==> src/rtl/tvp_gen_pkg.sv <==
// Shared constants and helpers for the TVP decoder stream emulator.
package tvp_gen_pkg;

  localparam int VIDEO_W = 10;

  // Test pattern selected by the MODE input.
  typedef enum logic [1:0] {
    MODE_SOLID = 2'd0,
    MODE_BARS  = 2'd1,
    MODE_CHECK = 2'd2,
    MODE_RAMP  = 2'd3
  } mode_e;

  localparam logic [VIDEO_W-1:0] BLACK_LEVEL = 10'd64;
  localparam logic [VIDEO_W-1:0] WHITE_LEVEL = 10'd940;

  // Horizontal ramp: black plus the low 9 bits of the pixel index, clipped at white.
  function automatic logic [VIDEO_W-1:0] ramp_level(input logic [8:0] i_h);
    logic [VIDEO_W:0] w_sum;
    w_sum = {2'b00, i_h} + {1'b0, BLACK_LEVEL};
    return (w_sum > {1'b0, WHITE_LEVEL}) ? WHITE_LEVEL : w_sum[VIDEO_W-1:0];
  endfunction

endpackage

==> src/rtl/pix_clk_en.sv <==
// Pixel-rate clock enable: one-cycle CLK_EN every PIX_DIV enabled clocks.
// The divider freezes while ENABLE is low so the raster can pause and resume.
module pix_clk_en #(
  parameter int PIX_DIV = 5
) (
  input  logic CLK,
  input  logic RST,
  input  logic ENABLE,
  output logic CLK_EN
);

  localparam int D_W = (PIX_DIV > 1) ? $clog2(PIX_DIV) : 1;
  localparam logic [D_W-1:0] DIV_LAST = D_W'(PIX_DIV - 1);

  logic [D_W-1:0] r_div_cnt;
  logic           w_div_last;

  assign w_div_last = (r_div_cnt == DIV_LAST);

  // Divider counter: 0..PIX_DIV-1, held while ENABLE is low.
  always_ff @(posedge CLK) begin
    // NOTE: sequential state uses non-blocking assignments so every register
    // samples pre-edge values, independent of statement order.
    if (RST) begin
      r_div_cnt <= '0;
    end else if (ENABLE) begin
      r_div_cnt <= w_div_last ? '0 : r_div_cnt + 1'b1;
    end
  end

  assign CLK_EN = ENABLE && w_div_last;

endmodule

==> src/rtl/tvp_stream_gen.sv <==
// TVP decoder output stream emulator: raster counters, pattern generator and
// registered HSYNC/VSYNC/luma outputs, all on a single clock with a pixel enable.
module tvp_stream_gen
  import tvp_gen_pkg::*;
#(
  parameter int PIX_DIV      = 5,
  parameter int H_ACTIVE     = 512,
  parameter int H_TOTAL      = 640,
  parameter int H_SYNC_START = 544,
  parameter int H_SYNC_LEN   = 32,
  parameter int V_ACTIVE     = 384,
  parameter int V_TOTAL      = 408,
  parameter int V_SYNC_START = 390,
  parameter int V_SYNC_LEN   = 4
) (
  input  logic               CLK,
  input  logic               RST,
  input  logic               ENABLE,
  input  logic [1:0]         MODE,
  output logic               O_HS,
  output logic               O_VS,
  output logic [VIDEO_W-1:0] VIDEO,
  output logic               O_VISIBLE,
  output logic               FRAME_START
);

  // Counters are at least wide enough for the pattern bits they feed
  // (ramp uses h[8:0], checkerboard uses v[4]).
  localparam int H_W = ($clog2(H_TOTAL) > 9) ? $clog2(H_TOTAL) : 9;
  localparam int V_W = ($clog2(V_TOTAL) > 5) ? $clog2(V_TOTAL) : 5;

  // Comparison constants carry one extra bit so sync-end == total still fits.
  localparam logic [H_W:0] H_LAST     = (H_W + 1)'(H_TOTAL - 1);
  localparam logic [H_W:0] H_ACT      = (H_W + 1)'(H_ACTIVE);
  localparam logic [H_W:0] HS_FIRST   = (H_W + 1)'(H_SYNC_START);
  localparam logic [H_W:0] HS_END     = (H_W + 1)'(H_SYNC_START + H_SYNC_LEN);
  localparam logic [V_W:0] V_LAST     = (V_W + 1)'(V_TOTAL - 1);
  localparam logic [V_W:0] V_ACT      = (V_W + 1)'(V_ACTIVE);
  localparam logic [V_W:0] VS_FIRST   = (V_W + 1)'(V_SYNC_START);
  localparam logic [V_W:0] VS_END     = (V_W + 1)'(V_SYNC_START + V_SYNC_LEN);

  localparam bit PARAMS_OK =
      (PIX_DIV >= 1) &&
      (H_ACTIVE < H_TOTAL) && (H_SYNC_LEN > 0) &&
      (H_SYNC_START + H_SYNC_LEN <= H_TOTAL) &&
      (V_ACTIVE < V_TOTAL) && (V_SYNC_LEN > 0) &&
      (V_SYNC_START + V_SYNC_LEN <= V_TOTAL);

  // Raster state.
  logic [H_W-1:0]     r_h_cnt;
  logic [V_W-1:0]     r_v_cnt;
  mode_e              r_mode_q;
  logic               r_upd;

  // Output registers.
  logic               r_hs;
  logic               r_vs;
  logic [VIDEO_W-1:0] r_video;
  logic               r_visible;
  logic               r_frame_start;

  // Combinational decode of the current counter position.
  logic               w_pix_en;
  logic [H_W:0]       w_h_ext;
  logic [V_W:0]       w_v_ext;
  logic               w_h_last;
  logic               w_v_last;
  logic               w_active;
  logic               w_hs_n;
  logic               w_vs_n;
  logic               w_origin;
  logic [VIDEO_W-1:0] w_video;

  pix_clk_en #(
    .PIX_DIV (PIX_DIV)
  ) u_pix_clk_en (
    .CLK    (CLK),
    .RST    (RST),
    .ENABLE (ENABLE),
    .CLK_EN (w_pix_en)
  );

  assign w_h_ext  = {1'b0, r_h_cnt};
  assign w_v_ext  = {1'b0, r_v_cnt};
  assign w_h_last = (w_h_ext == H_LAST);
  assign w_v_last = (w_v_ext == V_LAST);
  assign w_active = (w_h_ext < H_ACT) && (w_v_ext < V_ACT);
  assign w_hs_n   = !((w_h_ext >= HS_FIRST) && (w_h_ext < HS_END));
  assign w_vs_n   = !((w_v_ext >= VS_FIRST) && (w_v_ext < VS_END));
  assign w_origin = (r_h_cnt == '0) && (r_v_cnt == '0);

  // Horizontal/vertical raster counters; MODE is latched only at the frame wrap.
  always_ff @(posedge CLK) begin
    if (RST) begin
      r_h_cnt  <= '0;
      r_v_cnt  <= '0;
      r_mode_q <= MODE_SOLID;
    end else if (w_pix_en) begin
      if (w_h_last) begin
        r_h_cnt <= '0;
        if (w_v_last) begin
          r_v_cnt  <= '0;
          r_mode_q <= mode_e'(MODE);
        end else begin
          r_v_cnt <= r_v_cnt + 1'b1;
        end
      end else begin
        r_h_cnt <= r_h_cnt + 1'b1;
      end
    end
  end

  // Pattern mux for the pixel the counters currently point at.
  always_comb begin
    // NOTE: default assigned first so every path drives w_video and no latch
    // is inferred.
    w_video = BLACK_LEVEL;
    if (w_active) begin
      unique case (r_mode_q)
        MODE_SOLID: w_video = WHITE_LEVEL;
        MODE_BARS:  w_video = r_h_cnt[5] ? WHITE_LEVEL : BLACK_LEVEL;
        MODE_CHECK: w_video = (r_h_cnt[4] ^ r_v_cnt[4]) ? WHITE_LEVEL : BLACK_LEVEL;
        MODE_RAMP:  w_video = ramp_level(r_h_cnt[8:0]);
      endcase
    end
  end

  // Output registers load one enabled clock after each pixel step, so the
  // power-on position (0,0) is never shown; FRAME_START is a single-clock pulse.
  always_ff @(posedge CLK) begin
    if (RST) begin
      r_upd         <= 1'b0;
      r_hs          <= 1'b1;
      r_vs          <= 1'b1;
      r_video       <= BLACK_LEVEL;
      r_visible     <= 1'b0;
      r_frame_start <= 1'b0;
    end else begin
      r_frame_start <= 1'b0;
      if (ENABLE) begin
        r_upd <= w_pix_en;
        if (r_upd) begin
          r_hs          <= w_hs_n;
          r_vs          <= w_vs_n;
          r_video       <= w_video;
          r_visible     <= w_active;
          r_frame_start <= w_origin;
        end
      end
    end
  end

  assign O_HS        = r_hs;
  assign O_VS        = r_vs;
  assign VIDEO       = r_video;
  assign O_VISIBLE   = r_visible;
  assign FRAME_START = r_frame_start;

  // Raster geometry must be self-consistent; flagged in simulation only.
  a_params_legal: assert property (@(posedge CLK) PARAMS_OK);

endmodule

==> config.mk <==
export PLATFORM = sky130hd
export DESIGN_NAME = tvp_stream_gen
export DESIGN_NICKNAME = d
export VERILOG_FILES = /design/src/rtl/tvp_gen_pkg.sv /design/src/rtl/pix_clk_en.sv /design/src/rtl/tvp_stream_gen.sv
export SDC_FILE = /design/constraint.sdc
export NUM_CORES = 1
export LEC_CHECK = 0
export CORE_MARGIN = 5
export CORE_UTILIZATION = 55
export CTS_CLUSTER_SIZE = 28
export DETAILED_ROUTE_END_ITERATION = 8
export PLACE_DENSITY = 0.74
export SYNTH_ARGS = -nofsm -noshare
export SYNTH_HDL_FRONTEND = slang
export SYNTH_SLANG_ARGS = --single-unit
==> constraint.sdc <==
create_clock -name CLK -period 1.9 [get_ports CLK]
set_input_delay 0.38 -clock CLK [delete_from_list [all_inputs] [get_ports CLK]]
set_output_delay 0.38 -clock CLK [all_outputs]
set_load 0.05 [all_outputs]
==> out/qor.csv <==
metric,value,unit
min_from,VIDEO[6]$_SDFFE_PP1P_,
mostFrequentLayoutCells,"dfxtp_1 (39), buf_4 (28), a21oi_1 (23), nand2_1 (23), nor2_1 (22)",
ff2ff_setup_slack,120,ps
grtUsageTotal,20.96,%
die_w,72.34,um
path_buf_inv,1,
crit_family,buffers and inverters,
pin_count,19,
fill_cells,318,
swShare,22.12,%
async_flop_share,0,%
final_common_cell,dfxtp_1,
power_switching,337.2,uW
reg2reg_from,r_h_cnt[7]$_SDFFE_PP0P_,
rsz0062_at_grt,false,
root_buffer,clkbuf_8,
cts_buffer_depth,2,
ant_nets,0,
r2r_end,r_v_cnt[3]$_SDFFE_PP0P_,
hpwl,3.726,mm
vias,1958,
p_int,1.187,mW
gp_congestion,0.8880,
layout_min_cycle_time,1849,ps
drcViolationCount,0,
ys_seq_area_share,36.53,%
final_cells,341,
synth_nets,274,
ys_ff_latch,39,
wl,5.108,mm
min_to,VIDEO[6]$_SDFFE_PP1P_,
cp-start-kind,flip-flop,
antenna_found_initial,0,
peakVddDrop,0.5049,mV
syn2layout_area_growth,21.43,%
cts.sinks,39,
drive_gt1_share,15.02,%
yosysWarnings,0,
clock_latency,300,ps
p_seq_share,54.2,%
synthFlopType,dfxtp_1,
setup_viol,0,
grt_max_degree,22,
grt_pass1_wl,8.583,mm
path_cells,clkdlybuf4s50_1,
holdPathStages,2,
p_per_area,587.5,nW/um^2
rows,22,
multi_input_area,1199,um^2
holdWs,449.8,ps
post_drt_wl_per_cell,14.98,um
synth_top_area_share,36.53,%
grt_pass1_vias,1869,
cts_tree,yes,
fin_area,2595,um^2
drt_first_pass_iters,4,
worstPathRequired,1520,ps
critPathKind,reg -> out,
synthTopCellsByArea,"dfxtp_1 (37%), ha_1 (6.4%), a21oi_1 (5.4%)",
regArea,780.7,um^2
synth.largest_area_cell,dfxtp_1,
pwr-share-clk,41.2,%
die_y,72.34,um
postCtsHoldBufs,0,
crit_cells,1,
post-route-period-util,97.33,%
synth_cell_types,47,
cts_buffers,5,
power_leakage,0.9350,nW
core_area,3716,um^2
fin_skew,7.489,ps
ff2ff_path_depth,6,
post_cts_buffers,0,
slowest_delay,820,ps
grt_overflow_total,0,
slew_viol_final,0,
min_path_type,reg -> reg,
critical_path.max_fanout,2,
htree_levels,2,
fmax,0.5408,GHz
final_hold_viol_count,0,
dp.cells,333,
start_util,57.51,%
slowest_stage,clkdlybuf4s50_1,
crit_path_end_kind,output pin,
tightest_slew,611.7,ps
combPwrFrac,4.6,%
syn_avg_cell_area,8.283,um^2
n_antenna_cell,0,
clk_pin_slew,70,ps
first_iter_violations,258,
status,"complete, no violations",
synth_enable_flop_cells,0,
dieArea,5232,um^2
drv_cap,0,
syn_area,2137,um^2
synthCells,258,
viasPerCell,5.742,
place_area,2492,um^2
arrival,1470,ps
port_buffers,18,
slew-limit-headroom,59.22,%
fin_nets,308,
power,1.524,mW
==> worst max path at each step <==
stage | from | endpoint | slack [ps]
floorplan | u_pix_clk_en.r_div_cnt[0]$_SDFFE_PP0P_ | r_v_cnt[2]$_SDFFE_PP0P_ | 160
global placement | ENABLE | r_v_cnt[3]$_SDFFE_PP0P_ | -120
detailed placement | ENABLE | r_v_cnt[3]$_SDFFE_PP0P_ | -160
CTS | VIDEO[7]$_SDFFE_PP0P_ | VIDEO[7] | 30
global route | r_v_cnt[2]$_SDFFE_PP0P_ | r_mode_q[1]$_SDFFE_PP0P_ | 3
finish | VIDEO[7]$_SDFFE_PP0P_ | VIDEO[7] | 50
==> power groups by stage <==
stage | clock network (mW) | logic (mW) | registers [mW]
after floorplan | 0 | 0.0379 | 0.846
after global placement | 0 | 0.0683 | 0.845
after detailed placement | 0 | 0.0693 | 0.845
after CTS | 0.643 | 0.0695 | 0.826
after global routing | 0.675 | 0.0755 | 0.827
final | 0.629 | 0.0697 | 0.826
==> flip-flops by register name (all words and copies together) (netlist names) <==
name,count
r_v_cnt,9
O_VS,1
O_VISIBLE,1
O_HS,1
FRAME_START,1
u_pix_clk_en.r_div_cnt,3
r_upd,1
r_mode_q,2
VIDEO,10
r_h_cnt,10
==> cell usage after synthesis, types with 7 or more instances <==
| cell | instances |
|---|---|
| o21ai_0 | 8 |
| a21oi_1 | 23 |
| nand3_1 | 18 |
| clkbuf_1 | 8 |
| nor4_1 | 7 |
| nand2b_1 | 8 |
| xnor2_1 | 7 |
| ha_1 | 11 |
| nor2_1 | 22 |
| nand2_1 | 23 |
| dfxtp_1 | 39 |
| inv_1 | 12 |
==> per-layer routing <==
layer / GRT usage, % / up-vias / part of all wire (%)
met3: 4.571 / 8 / 6.0
li1: - / 980 / -
met5: 0 / - / 0
met2: 33.87 / 62 / 46
met4: 9.395 / 0 / 1.8
met1: 26.58 / 908 / 46
==> cell families (layout without fill, tap and decap cells) <==
family	after synthesis	count (layout)	synth area share (%)
AO/OA/AOI/OAI	51	51	15.57
XOR/XNOR	10	10	4.099
adder cells (fa/ha/maj)	11	11	6.440
buffers and inverters	32	67	7.494
flip-flops	39	39	36.53
multiplexers	2	2	0.9953
AND/OR/NAND/NOR	113	113	28.87
==> worst register-to-register path, cell delays in order (launching register included) <==
cell and delay [ps]:
dfxtp_1 360, inv_1 110, ha_2 220, and3b_1 230, nand3_4 110, or4_1 530
o22ai_1 150
==> cell type report <==
type	instances	area share (%)
Timing Repair Buffer	47	15.81
Multi-Input combinational cell	187	46.19
Inverter	12	1.736
Tap cell	48	2.314
Clock buffer	8	3.857
Sequential cell	39	30.09
==> through the flow <==
step                TNS, ps  setup WS (ps)  util [%]
floorplan                 0          162.0         -
global placement     -199.8         -122.3     67.07
detailed placement   -747.8         -157.9     67.07
CTS                       0          32.52     69.76
global route              0          3.024     69.83
finish                    0          50.79     69.83
==> what timing repair did <==
item / 4_1_cts / 5_1_grt
setup endpoints to repair: 0 / 1
gates resized for setup: 0 / 1
hold endpoints to repair: 0 / 0
Note: power is estimated with default switching activity, not from simulation.
